**config.mk**
```make
export PLATFORM = sky130hd
export DESIGN_NAME = cmp_window_stats
export DESIGN_NICKNAME = d
export VERILOG_FILES = /design/src/rtl/cmp_window_stats.sv
export SDC_FILE = /design/constraint.sdc
export NUM_CORES = 1
export LEC_CHECK = 0
export ABC_AREA = 1
export CAP_MARGIN = 20
export CELL_PAD_IN_SITES_DETAIL_PLACEMENT = 1
export CELL_PAD_IN_SITES_GLOBAL_PLACEMENT = 2
export CORE_ASPECT_RATIO = 1.1
export CORE_MARGIN = 2
export CORE_UTILIZATION = 30
export DETAILED_ROUTE_END_ITERATION = 8
export PLACE_DENSITY_LB_ADDON = 0.2
export SYNTH_ARGS = -nofsm -noshare
export SYNTH_HDL_FRONTEND = slang
export SYNTH_SLANG_ARGS = --single-unit
```
**constraint.sdc**
```tcl
create_clock -name clk -period 1.7 [get_ports clk]
set_input_delay 0.255 -clock clk [delete_from_list [all_inputs] [get_ports clk]]
set_output_delay 0.255 -clock clk [all_outputs]
set_load 0.05 [all_outputs]
```
**src/rtl/cmp_window_stats.sv**
```systemverilog
// cmp_window_stats
//   Collects results from an 8-bit magnitude comparator over a window of WIN
//   accepted samples. When the window is complete, it presents a summary on a
//   valid/ready output. While that summary waits, the input side is stalled.
//
// Ports
//   clk, rst_n                    clock (rising edge), asynchronous active-low reset
//   in_valid / in_ready           sample handshake
//   in_lt, in_gt, in_eq           comparator flags for the sample
//   in_a                          operand A that produced the flags
//   out_valid / out_ready         summary handshake
//   out_lt_cnt, out_gt_cnt,       per-class sample counts in the window
//   out_eq_cnt, out_err_cnt       (err = flags not exactly one-hot)
//   out_max_a                     unsigned maximum of in_a over the window

module cmp_window_stats #(
  parameter int DW  = 8,
  parameter int WIN = 16,
  parameter int CW  = $clog2(WIN + 1)
) (
  input  logic          clk,
  input  logic          rst_n,
  input  logic          in_valid,
  output logic          in_ready,
  input  logic          in_lt,
  input  logic          in_gt,
  input  logic          in_eq,
  input  logic [DW-1:0] in_a,
  output logic          out_valid,
  input  logic          out_ready,
  output logic [CW-1:0] out_lt_cnt,
  output logic [CW-1:0] out_gt_cnt,
  output logic [CW-1:0] out_eq_cnt,
  output logic [CW-1:0] out_err_cnt,
  output logic [DW-1:0] out_max_a
);

  typedef enum logic {
    ACCUM = 1'b0,
    HOLD  = 1'b1
  } state_t;

  localparam logic [CW-1:0] LAST_IDX = CW'(WIN - 1);
  localparam logic [CW-1:0] ONE      = CW'(1);

  state_t        state;
  state_t        state_nxt;
  logic [CW-1:0] idx;
  logic [CW-1:0] lt_cnt;
  logic [CW-1:0] gt_cnt;
  logic [CW-1:0] eq_cnt;
  logic [CW-1:0] err_cnt;
  logic [DW-1:0] max_a;
  logic          accept;
  logic          release_sum;

  always_ff @(posedge clk or negedge rst_n) begin
    if (!rst_n) begin
      state <= ACCUM;
    end else begin
      state <= state_nxt;
    end
  end

  always_comb begin
    state_nxt = state;
    in_ready  = 1'b0;
    out_valid = 1'b0;
    case (state)
      ACCUM: begin
        in_ready = 1'b1;
        if (in_valid && (idx == LAST_IDX)) begin
          state_nxt = HOLD;
        end
      end
      HOLD: begin
        out_valid = 1'b1;
        if (out_ready) begin
          state_nxt = ACCUM;
        end
      end
      default: state_nxt = ACCUM;
    endcase
  end

  assign accept      = in_valid && in_ready;
  assign release_sum = out_valid && out_ready;

  // In HOLD the accumulators are not written, so they can drive the summary
  // outputs directly and stay stable for any stall length. The first sample of
  // a window loads max_a unconditionally. A value left over from an earlier
  // window can therefore never win the comparison.
  always_ff @(posedge clk or negedge rst_n) begin
    if (!rst_n) begin
      idx     <= '0;
      lt_cnt  <= '0;
      gt_cnt  <= '0;
      eq_cnt  <= '0;
      err_cnt <= '0;
      max_a   <= '0;
    end else if (release_sum) begin
      idx     <= '0;
      lt_cnt  <= '0;
      gt_cnt  <= '0;
      eq_cnt  <= '0;
      err_cnt <= '0;
      max_a   <= '0;
    end else if (accept) begin
      idx <= idx + ONE;
      case ({in_lt, in_gt, in_eq})
        3'b100:  lt_cnt  <= lt_cnt + ONE;
        3'b010:  gt_cnt  <= gt_cnt + ONE;
        3'b001:  eq_cnt  <= eq_cnt + ONE;
        default: err_cnt <= err_cnt + ONE;
      endcase
      if ((idx == '0) || (in_a > max_a)) begin
        max_a <= in_a;
      end
    end
  end

  assign out_lt_cnt  = lt_cnt;
  assign out_gt_cnt  = gt_cnt;
  assign out_eq_cnt  = eq_cnt;
  assign out_err_cnt = err_cnt;
  assign out_max_a   = max_a;

endmodule

```
==> flow_metrics.env, run 1 <==
export IMPL_tightest_slew_ns=0.4390
export IMPL_critical_path_class="in2reg"
export IMPL_slowest_stage="clkdlybuf4s50_1"
export IMPL_cp_cell_sequence="clkdlybuf4s50_1, ha_4, nand2_1, nor2_2, nand2_1, nand2_1, nand2_2, nand2_4, nand2_8, nand2_1, nand2_1"
export IMPL_cp_num_buf_inv=1
export IMPL_syn_nets=270
export IMPL_gr_usage_met3_pct=2.800
export IMPL_nNetsFinal=334
export IMPL_clock_root_buffer="clkbuf_8"
export IMPL_p_per_area_nw_per_um2=1882
export IMPL_drt_total_wl_um=4904
export IMPL_htreeDepth=2
export IMPL_die_width_um=82.74
export IMPL_drt_iter0_drc=63
export IMPL_synth_top_area_share_pct=41.59
export IMPL_cp_required_ns=1.88
export IMPL_clk_transition_reported_paths_ns=0.08
export IMPL_timing_fmax_mhz=630.9
export IMPL_cts_tree="built"
export IMPL_vias=1783
export IMPL_critPathMaxStageDelay_ns=0.46
export IMPL_grt_overflow=0
export IMPL_dieArea_um2=7496
export IMPL_grt_most_used_layer="met2"
export IMPL_p_sw_share_pct=48.91
export IMPL_worstSetupStartpointType="input pin"
export IMPL_routedWlPerCell_um=12.67
export IMPL_avgSynthCellArea_um2=8.524
export IMPL_end_kind="flip-flop"
export IMPL_cp_arrival_ns=1.77
export IMPL_power_internal_uw=2709
export IMPL_clock_path_buffers=2
export IMPL_maxSlewViolCount=0
export IMPL_die_y_um=90.61
export IMPL_holdCritPathClass="in2async"
export IMPL_diodes=0
export IMPL_dp_hpwl_um=3774
export IMPL_antenna_found_initial=0
export IMPL_yosys_register_bits=34
export IMPL_syn_to_final_growth_pct=37.68
export IMPL_cp_common_cell="nand2_1"
export IMPL_finClkSkew_ns=0.01053
export IMPL_clock_latency_ns=0.29
export IMPL_fin_cells=387
export IMPL_rsz0062_at_grt="yes"
export IMPL_rows=31
export IMPL_totalPowerFinal_uw=5301
export IMPL_yosysTopAreaCell="dfrtp_1"
export IMPL_pin_count=45
export IMPL_final_layout_size_suffix_gt1_share_pct=33.11
export IMPL_cts_buffers=5
export IMPL_grt_pass1_wl_um=8286
export IMPL_synth_distinct_cells=30
export IMPL_slew_headroom_pct=70.73
export IMPL_ant_nets=0
export IMPL_drcViolationCount=0
export IMPL_synthesis_area_um2=2046
export IMPL_setup_viol=0
export IMPL_cpLargestDelayFamily="simple AND/OR/NAND/NOR gates"
export IMPL_crit_fanout=8
export IMPL_core_um2=6594
export IMPL_status="finished, final reports clean"
export IMPL_grt_use_total_pct=14.37
export IMPL_cts_hold_buf=0
export IMPL_yosys_warnings=0
export IMPL_vias_per_cell=4.607
export IMPL_ir_drop_mv=0.7085
export IMPL_dp_cells=376
export IMPL_p_sw_uw=2593
export IMPL_yosysSeqAreaShare_pct=41.59
export IMPL_start_util_pct=31.02
export IMPL_globalRouteMet1Util_pct=16.76
export IMPL_n_fill_cell=818
export IMPL_cts_sinks=34
export IMPL_power_leakage_uw=0.001441
export IMPL_grt_pass1_vias=1857
export IMPL_synth_area_top_cells="dfrtp_1 42%, ha_1 9.2%, nand2_1 8.1%, inv_1 6.8%, nand3_1 4.9%"
export IMPL_io_buffers=44
export IMPL_synthCells=240
export IMPL_final_period_utilization_pct=93.23
export IMPL_pwr_share_seq_pct=27.2
export IMPL_drv_cap=0
export IMPL_gp_congestion=0.7156
export IMPL_drt_first_pass_iters=4
export IMPL_power_frac_comb_pct=55.7
export IMPL_grt_max_degree=35
export IMPL_min_period_ns=1.585
export IMPL_p_clk_share_pct=17.1
export IMPL_grt_use_met2_pct=25.27
export IMPL_fin_tns_setup_ns=0
export IMPL_hold_viol_final=0
-- power groups by stage --
stage / logic (uW) / registers [uW] / clock network (uW)
floorplan: 1130 / 2240 / 0
global placement: 2760 / 1460 / 0
detailed placement: 2820 / 1450 / 0
CTS: 2830 / 1450 / 943
global route: 3240 / 1500 / 974
finish: 2950 / 1440 / 904
-- synth_stat cells, drive strengths merged --
cell type,count
a22o,3
xor2,2
o22ai,1
o31ai,1
a21oi,11
a21o,1
buf,3
a41oi,1
ha,15
inv,43
nand3,23
nand2,48
xnor2,2
o211ai,1
nor3,5
dfrtp,34
o21ai,8
nor2,35
nand4,3
-- path summary, 6_finish.rpt --
kind,start,end,slack (ns),cells past startpoint
min in group clk,idx[3]$_DFFE_PN0P_,idx[3]$_DFFE_PN0P_,0.51,1
worst max register to register,out_max_a[7]$_DFFE_PN0P_,out_max_a[2]$_DFFE_PN0P_,0.12,11
max in group asynchronous,rst_n,out_max_a[5]$_DFFE_PN0P_,0.98,2
worst min-delay path,rst_n,out_lt_cnt[2]$_DFFE_PN0P_,0.38,2
worst min register to register,idx[3]$_DFFE_PN0P_,idx[3]$_DFFE_PN0P_,0.51,1
worst max-delay path,in_a[5],out_max_a[2]$_DFFE_PN0P_,0.12,11
-- routing by layer --
metal / routed length [um] / part of all wire (%)
met1: 2062 / 42
met3: 236 / 4.8
met5: 0 / 0
met4: 73 / 1.5
met2: 2531 / 52
-- cell families after synthesis --
family,synth area share [%]
DFF,41.59
buffers and inverters,9.174
adders and majority gates,9.174
xor gates and xnor gates,1.713
AOI/OAI and AO/OA,8.686
and+or+nand+nor,29.66
-- sequential cells by signal, indices dropped and copies added (netlist names) --
register     cells
idx              5
out_eq_cnt       5
out_err_cnt      5
out_gt_cnt       5
out_lt_cnt       5
out_max_a        8
state            1
-- cell type report --
class	count	area [um2]	area share, %
clock buffers	5	68.82	2.443
well taps	82	102.6	3.643
clock inverters	3	68.82	2.443
repair buffers	59	478.0	16.97
inverters	43	168.9	5.997
multi-input cells	161	1071	38.03
flip-flops and latches	34	858.3	30.48
-- timing repair --
item,CTS,global route
endpoints found under the hold margin,0,0
resized for setup,0,14
setup buffers,0,2
setup endpoints to repair,0,8
-- through the flow --
step / setup slack [ns] / hold slack, ns / util [%] / instance area [um2]
4_1_cts: 0.02125 / 0.3868 / 41.52 / 2738
2_1_floorplan: -0.00002354 / -0.04059 / - / 2056
3_3_place_gp: -0.2641 / 0.4839 / 39.43 / 2600
3_5_place_dp: -0.2719 / 0.5016 / 39.43 / 2600
5_1_grt: -0.01668 / 0.4300 / 42.71 / 2816
6_report: 0.1151 / 0.3767 / 42.71 / 2816
-- cells in the final DEF, fill, tap and decap left out, types with 2 or more instances in the layout --
cell	n
ha_1	13
inv_1	35
nor3_4	3
inv_2	6
buf_4	45
nor2_4	4
nand3_2	3
clkbuf_8	5
nor2_2	7
dfrtp_2	6
nor2_1	24
clkdlybuf4s50_1	14
nand2_2	8
bufinv_16	2
xnor2_1	2
nand2_1	38
nand4_1	2
nand2_4	2
a21oi_1	10
a22o_1	3
xor2_1	2
ha_4	2
nand3_1	20
o21ai_0	8
dfrtp_1	28
Note: power is estimated with default switching activity, not from simulation.
==> inputs of run 2 (changes only) <==
Settings changed: CTS_CLUSTER_DIAMETER from default to 200, CTS_CLUSTER_SIZE from default to 30.
==> results of run 2 <==
Final layout, timing and power as in run 1 (identical DEF).
